--- config.mk ---
export PLATFORM = sky130hd
export DESIGN_NAME = cmd_frame_tx
export DESIGN_NICKNAME = d
export VERILOG_FILES = /design/src/rtl/cmd_frame_tx.sv
export SDC_FILE = /design/constraint.sdc
export NUM_CORES = 1
export LEC_CHECK = 0
export ABC_CLOCK_PERIOD_IN_PS = 5450
export CELL_PAD_IN_SITES_DETAIL_PLACEMENT = 0
export CELL_PAD_IN_SITES_GLOBAL_PLACEMENT = 1
export CORE_MARGIN = 2
export CORE_UTILIZATION = 33
export CTS_CLUSTER_DIAMETER = 80
export DETAILED_ROUTE_END_ITERATION = 7
export GPL_TIMING_DRIVEN = 0
export PLACE_DENSITY_LB_ADDON = 0.1
export SLEW_MARGIN = 20
export SYNTH_ARGS = -nofsm -noshare
export SYNTH_HDL_FRONTEND = slang
export SYNTH_SLANG_ARGS = --single-unit
--- constraint.sdc ---
create_clock -name clk -period 5.45 [get_ports clk]
set_clock_uncertainty 0.15 [all_clocks]
set_input_delay 0.545 -clock clk [delete_from_list [all_inputs] [get_ports clk]]
set_output_delay 0.545 -clock clk [all_outputs]
set_load 0.02 [all_outputs]
--- src/rtl/cmd_frame_tx.sv ---
// Buffered command-frame transmitter: 8N1 bytes sent back-to-back on
// one or two lines, then a line-idle gap the receiver sees as end of frame.
module cmd_frame_tx #(
  parameter int DL    = 26,
  parameter int GAP_T = 3,
  parameter int DEPTH = 16
) (
  input  logic                    clk,
  input  logic                    rst,
  input  logic [7:0]              wr_data,
  input  logic                    wr_en,
  input  logic                    send,
  input  logic [1:0]              tx_sel,
  output logic [$clog2(DEPTH):0]  count,
  output logic                    full,
  output logic                    busy,
  output logic                    done,
  output logic                    stx_a,
  output logic                    stx_b
);

  localparam int BIT_T   = 16 * DL;
  localparam int GAP_LEN = (GAP_T + 1) * 10 * BIT_T;
  localparam int TW      = $clog2(GAP_LEN + 1);
  localparam int PW      = $clog2(DEPTH);
  localparam int CW      = PW + 1;

  localparam logic [TW-1:0] BIT_END = TW'(BIT_T - 1);
  localparam logic [TW-1:0] GAP_END = TW'(GAP_LEN - 1);

  typedef enum logic [2:0] {
    IDLE,
    START,
    DATA,
    STOP,
    GAP
  } state_e;

  state_e        state_q, state_d;
  logic [TW-1:0] tmr_q, tmr_d;
  logic [2:0]    bit_q, bit_d;
  logic [7:0]    sh_q, sh_d;
  logic          tx_q, tx_d;
  logic [1:0]    sel_q, sel_d;
  logic          done_q, done_d;
  logic [CW-1:0] cnt_q, cnt_d;
  logic [PW-1:0] wp_q, wp_d;
  logic [PW-1:0] rp_q, rp_d;
  logic [7:0]    mem_q [DEPTH];

  logic wr_ok;
  logic send_ok;
  logic line;

  assign full  = (cnt_q == CW'(DEPTH));
  assign count = cnt_q;
  assign busy  = (state_q != IDLE);
  assign done  = done_q;

  // In DATA the shift register LSB is the line; elsewhere tx_q is.
  assign line  = (state_q == DATA) ? sh_q[0] : tx_q;
  assign stx_a = line | ~sel_q[0];
  assign stx_b = line | ~sel_q[1];

  always_comb begin
    state_d = state_q;
    tmr_d   = tmr_q + TW'(1);
    bit_d   = bit_q;
    sh_d    = sh_q;
    tx_d    = tx_q;
    sel_d   = sel_q;
    done_d  = 1'b0;
    cnt_d   = cnt_q;
    wp_d    = wp_q;
    rp_d    = rp_q;
    wr_ok   = 1'b0;
    send_ok = 1'b0;
    unique case (state_q)
      IDLE: begin
        tmr_d   = '0;
        wr_ok   = wr_en && !full;
        send_ok = send && ((cnt_q != '0) || wr_ok);
        if (wr_ok) wp_d = wp_q + PW'(1);
        cnt_d = cnt_q + CW'(wr_ok) - CW'(send_ok);
        if (send_ok) begin
          state_d = START;
          sel_d   = tx_sel;
          tx_d    = 1'b0;
        end
      end
      START: begin
        if (tmr_q == BIT_END) begin
          state_d = DATA;
          tmr_d   = '0;
          sh_d    = mem_q[rp_q];
          rp_d    = rp_q + PW'(1);
          bit_d   = '0;
        end
      end
      DATA: begin
        if (tmr_q == BIT_END) begin
          tmr_d = '0;
          sh_d  = {1'b0, sh_q[7:1]};
          bit_d = bit_q + 3'd1;
          if (bit_q == 3'd7) begin
            state_d = STOP;
            tx_d    = 1'b1;
          end
        end
      end
      STOP: begin
        if (tmr_q == BIT_END) begin
          tmr_d = '0;
          if (cnt_q != '0) begin
            state_d = START;
            tx_d    = 1'b0;
            cnt_d   = cnt_q - CW'(1);
          end else begin
            state_d = GAP;
          end
        end
      end
      GAP: begin
        if (tmr_q == GAP_END) begin
          state_d = IDLE;
          tmr_d   = '0;
          done_d  = 1'b1;
          cnt_d   = '0;
        end
      end
      default: state_d = IDLE;
    endcase
  end

  always_ff @(posedge clk) begin
    if (rst) begin
      state_q <= IDLE;
      tmr_q   <= '0;
      bit_q   <= '0;
      sh_q    <= '0;
      tx_q    <= 1'b1;
      sel_q   <= '0;
      done_q  <= 1'b0;
      cnt_q   <= '0;
      wp_q    <= '0;
      rp_q    <= '0;
    end else begin
      state_q <= state_d;
      tmr_q   <= tmr_d;
      bit_q   <= bit_d;
      sh_q    <= sh_d;
      tx_q    <= tx_d;
      sel_q   <= sel_d;
      done_q  <= done_d;
      cnt_q   <= cnt_d;
      wp_q    <= wp_d;
      rp_q    <= rp_d;
    end
  end

  always_ff @(posedge clk) begin
    if (!rst && wr_ok) mem_q[wp_q] <= wr_data;
  end

endmodule
Word-level counts from Yosys, hierarchy flattened
Memories as Yosys holds them, arrays and structs flattened. A register that Yosys moved wholly into a read port is not among the register bits.
Index checks and enable logic that the tools add are counted.
{ "classes": {"n_addsub": 7, "eq_ne": 15, "muxes": 34, "bitwise_logic": 5, "reduce_logical": 21} }
{ "ops": {"columns": ["cell", "n"], "rows": [
  ["$pmux 15 s3", 1],
  ["$mux 15", 2],
  ["$mux 3", 9],
  ["$mux 8", 2],
  ["$pmux 8 s2", 1],
  ["$add 15x1->15 const B", 1],
  ["$eq 15x15->1 const B", 1],
  ["$eq 15x9->1 const B", 1],
  ["$mux 5", 3],
  ["$pmux 3 s5", 1],
  ["$pmux 5 s3", 1],
  ["$reduce_and 6->1", 2],
  ["$mux 1", 10],
  ["$ne 2x2->1 const B", 5],
  ["$reduce_bool 3->1", 3],
  ["$add 4x1->4 const B", 2],
  ["$mux 4", 2],
  ["$eq 3x2->1 const B", 2],
  ["$eq 3x3->1 const B", 2],
  ["$pmux 3 s2", 1],
  ["$reduce_and 2->1", 3],
  ["$add 5x1->5", 1],
  ["$eq 5x5->1 const B", 1],
  ["$reduce_bool 5->1", 1],
  ["17 further kinds", 24]
]} }
{ "totals": {"ff_bits": 46, "mem_bits_rw": 128, "input_bits": 14, "output_inout_bits": 10, "word_cells": 93, "n_memories": 1} }
{ "mem_list": {"columns": ["name", "depth", "width", "rd", "rd_clocked_by_memory_dff", "write_ports", "line", "source"], "rows": [
  ["mem_q", 16, 8, 1, 1, 1, "49", "logic [7:0] mem_q [DEPTH];"]
]} }

Logic depth before layout (Yosys ltp)
{ "depth": {"depth_word": 7, "ltp_mapped": 14, "ltp_nobuf": 14} }

Worst setup path before layout
No wires, ideal clock.
{ "synth_timing": {"path_type": "reg2reg", "from": "register cnt_q[1] (netlist: count[1])", "to": "register cnt_q[4] (netlist: count[4])", "setup_ns": 0.070, "arrival_time_ns": 2.793, "required_ns": 5.230, "path_slack_ns": 2.436, "path_stages_with_launch": 15, "path_buffers": 0, "synth_period_minus_slack_ns": 3.014, "path_cell_list": "dfxtp_1 > inv_1 > ha_1 > nand3b_1 > o21a_1 > nand2_1 > o21ai_0 > ha_1 > fa_1 > nand2b_1 > a21oi_1 > xnor2_1 > o22a_1 > or3_1 > a21oi_1"} }
{ "synth_between": {"elab_chain_cells": 7, "word_cells_on_any_way": 14, "classes_between": "3 x add/sub; 2 x eq/ne; 3 x mux; 6 x reduce/logical"} }
{ "synth_rtl": {"columns": ["item", "line", "source"], "rows": [
  ["start: declaration", "46", "logic [CW-1:0] cnt_q, cnt_d;"],
  ["start signal: assignment", "155", "cnt_q <= cnt_d;"],
  ["parallel branches: the longest is 7 deep, another holds $add 5x1->5", null, null]
]} }
Several ways; the timed one is not identified. The select of a mux whose other input is x is not followed.
A chain may end at the register's enable or synchronous reset.

Final worst setup path
{ "layout_timing": {"from": "register state_q[2]", "to": "output port stx_b"} }
{ "layout_between": {"elab_chain_cells": 3} }
{ "layout_rtl": {"columns": ["item", "line", "source"], "rows": [
  ["start: declaration", "39", "state_e state_q, state_d;"],
  ["start signal: assignment", "148", "state_q <= state_d;"],
  ["$eq 3x2->1", "61", "assign line = (state_q == DATA) ? sh_q[0] : tx_q;"],
  ["$mux 1", "61", null],
  ["$or 1x1->1", "63", "assign stx_b = line | ~sel_q[1];"],
  ["end: declaration", "19", "output logic stx_b"]
]} }
No other way between the ends.

==> results by group <==
Drt
  – Routed length per instance: 19.1 um
  – DR iter-0 viols: between 200 and 250
  – DRC viols: 0
  – Post-Route WL: approximately 16000 um
  – Vias per inst: 4.97
  – Post-route ant nets: 0
  – 1st-pass router iterations: 4
  – DR vias: between 4000 and 5000

Synth
  – Syn Area/Cell: approximately 15 um^2
  – Syn nets: around 550
  – Async set-or-reset flop fraction in the synthesized netlist: 0
  – Gate Count Post-Synth: ~520
  – Synth area leader: edfxtp_1
  – Area contributors post-synth: edfxtp_1 (51%), dfxtp_1 (13%), mux4_2 (9.5%), ha_1 (3.0%), nor2_1 (3.0%)
  – Seq/Total Area, Yosys: 0.638
  – Number of synthesized flops with an enable pin: around 130
  – Synth Cell Area: 7590 um^2
  – Flop and latch count out of synthesis: approximately 180
  – Library cells used by synthesis: between 50 and 60
  – Yosys warns: 0
  – Ys flop type: edfxtp_1
  – Synth top area share: 0.506

GRT
  – Total GRT Usage: 0.144
  – Vias in the first global route: 4373
  – Initial antenna violation count: 0
  – First-pass GRT wire length: around 26000 um
  – Largest net degree at the start of global routing: 20
  – GR Overflow Total: 0

Die
  – Initial core utilization: 0.335
  – Die X: ~160 um
  – Die ar.: around 24000 um^2
  – Core box area: 22600 um^2
  – Die Height: around 160 um
  – I/O pin cnt: 24
  – Number of core rows: 55

Clock tree
  – Maximum clock path buffer count: 2
  – Clk root buf: clkbuf_16
  – CTS tree: built
  – Postcts setup bufs: 0
  – Total CTS buffers: 17
  – Post-CTS sizing: 0
  – Clock sink count: around 180
  – H-tree Lvls: 4
  – Hold-fix buffers, CTS: 0
  – Worst-skew pair later-pin latency: about 0.43 ns
  – CTS clk-pin slew, worst paths: roughly 0.07 ns

Setup path
  – Reg2reg end: count[4]
  – R2R cell count: 14
  – Critical Path AT: between 2 and 3 ns
  – Cells along the critical path: nor3b_1 -> clkbuf_1 -> mux2i_1 -> nand2_1 -> clkdlybuf4s50_1
  – CP max stage delay: about 0.6 ns
  – Kind of critical path: flip-flop to output port
  – CP startpoint kind: flip-flop
  – R2R setup slack: around 2.1 ns
  – Worst r2r src: count[2]
  – Critical Path RT: 4.76 ns
  – CP Max Fanout: 10
  – CP max-delay cell: nor3b_1
  – Critical path capture point type: output port

Cells and area
  – Fin cells: 858
  – Commonest non-fill, non-tap cell in the layout: edfxtp_1
  – ANT cells: 0
  – P&R area growth vs syn: 15.6%
  – Layout cells sized above 1: 0.182
  – Layout net count: roughly 590
  – Filler Cell Count: 2134
  – Highest-count cells in the layout ignoring fill and taps: edfxtp_1 (128), nor2_1 (60), dfxtp_1 (50)

Pwr
  – Flop pwr share: 0.474
  – Net Sw Frac: 0.277
  – Internal power: 2.31 mW
  – Maximum VDD drop: ~0.00014 V
  – Lkg Pwr: 2.84 nW
  – Clock network power share: 0.381
  – Psw: between 0.8 and 0.9 mW
  – Combinational share of power: 0.145
  – Cell area power density: about 360 nW/um^2

Min path
  – Class of the worst hold path: flip-flop to flip-flop
  – Worst Hold Endpoint: tmr_q[0]
  – Worst hold start: tmr_q[0]
  – Hold depth: 1

Placed design
  – Detailed placer's ending HPWL: roughly 11000 um
  – # port buffers: 22
  – RD Place Congestion: slightly above 0.7
  – Dpl cells: a little over 800

Timing
  – Final period utilization: 0.674
  – # setup viols final: 0
  – Slew margin rel.: 0.435
  – RSZ-0062 raised after global routing: no
  – Final Slew Violations: 0
  – Fmax achieved: about 270 MHz
  – Worst Tran Pin Value: between 0.8 and 0.9 ns
  – Minimum clock period after layout: 3.67 ns
  – Final Hold Vio Count: 0
  – Setup_tns: 0 ns

Job
  – Max cap viols: 0

Status
  – Outcome: complete, no violations
==> state kept, by name, indices dropped and copies added, names as in the netlist, named ones only <==
name,cells
mem_q,128
tmr_q,15
sh_q,8
count,5
rp_q,4
wp_q,4
bit_q,3
state_q,3
sel_q,2
done,1
tx_q,1
==> final cells by class <==
type	instances	area [um^2]	area share
multi-input cells	306	2590	0.295
clock buffers	18	429	0.0489
repair buffers	22	220	0.0251
inverters	10	37.5	0.00428
plain buffers	25	140	0.0160
clock inverters	14	160	0.0182
well taps	285	357	0.0406
flip-flops and latches	178	4840	0.552
==> layer usage <==
layer  vias to the layer above  share of wire  wire length (um)  track usage
li1                       2027              -                 -            -
met1                      2133           0.46              7530        0.195
met2                        84           0.49              8010        0.233
met3                        18          0.039               635       0.0358
met4                         0          0.014               224       0.0358
met5                         -              0                 0            0
==> cells by family after synthesis <==
group,Yosys count,synth area share
flip-flops,178,0.638
buffers and inverters,35,0.0234
AND/OR/NAND/NOR,157,0.103
multiplexers,52,0.122
AO/OA/AOI/OAI,54,0.0527
adder cells (fa/ha/maj),19,0.0323
XOR/XNOR,24,0.0277
==> metrics by stage <==
stage | hold WS [ns] | utilization | power, mW | setup WS (ns) | cell area (um^2)
global route | 0.324 | 0.388 | 3.34 | 1.61 | 8780
CTS | 0.295 | 0.388 | 3.23 | 1.74 | 8780
floorplan | 0.263 | - | 1.86 | 2.44 | 7590
finish | 0.293 | 0.388 | 3.19 | 1.78 | 8780
detailed placement | 0.285 | 0.362 | 2.01 | 2.04 | 8190
global placement | 0.277 | 0.361 | 2.01 | 1.66 | 8170
==> Yosys cell counts, drive strengths merged (7+ instances only) <==
cell      n
inv      10
nand3    14
a211oi    8
dfxtp    50
edfxtp  128
xor2     16
nor2     60
clkbuf   10
a21oi    19
ha       18
xnor2     8
nand2b   12
nand2    33
mux2i    13
a221oi    8
nor3     11
mux2      7
o21ai     9
mux4     32
buf      15
==> worst max-delay path by stage <==
stage | cells after the start | slack [ns] | from | end
2_1_floorplan | 14 | 2.44 | count[1] | count[4]
3_3_place_gp | 6 | 1.66 | state_q[0] | mem_q[2][6]
3_5_place_dp | 12 | 2.04 | wr_en | count[4]
4_1_cts | 5 | 1.74 | state_q[2] | stx_b
5_1_grt | 5 | 1.61 | state_q[2] | stx_b
6_report | 5 | 1.78 | state_q[2] | stx_b
==> power groups by stage <==
stage	registers [mW]	clock network [mW]	logic [mW]
floorplan	1.55	0	0.305
global placement	1.54	0	0.463
detailed placement	1.54	0	0.462
CTS	1.51	1.25	0.466
global route	1.52	1.30	0.518
finish	1.51	1.22	0.461
==> worst max-delay path, delay by kind of cell, from the launching register on <==
kind	cells	cell delay, ns
buffers and inverters	2	1.05
DFF	1	0.38
muxes	1	0.41
and+or+nand+nor	2	0.70
(Power assumes the default switching activity.)
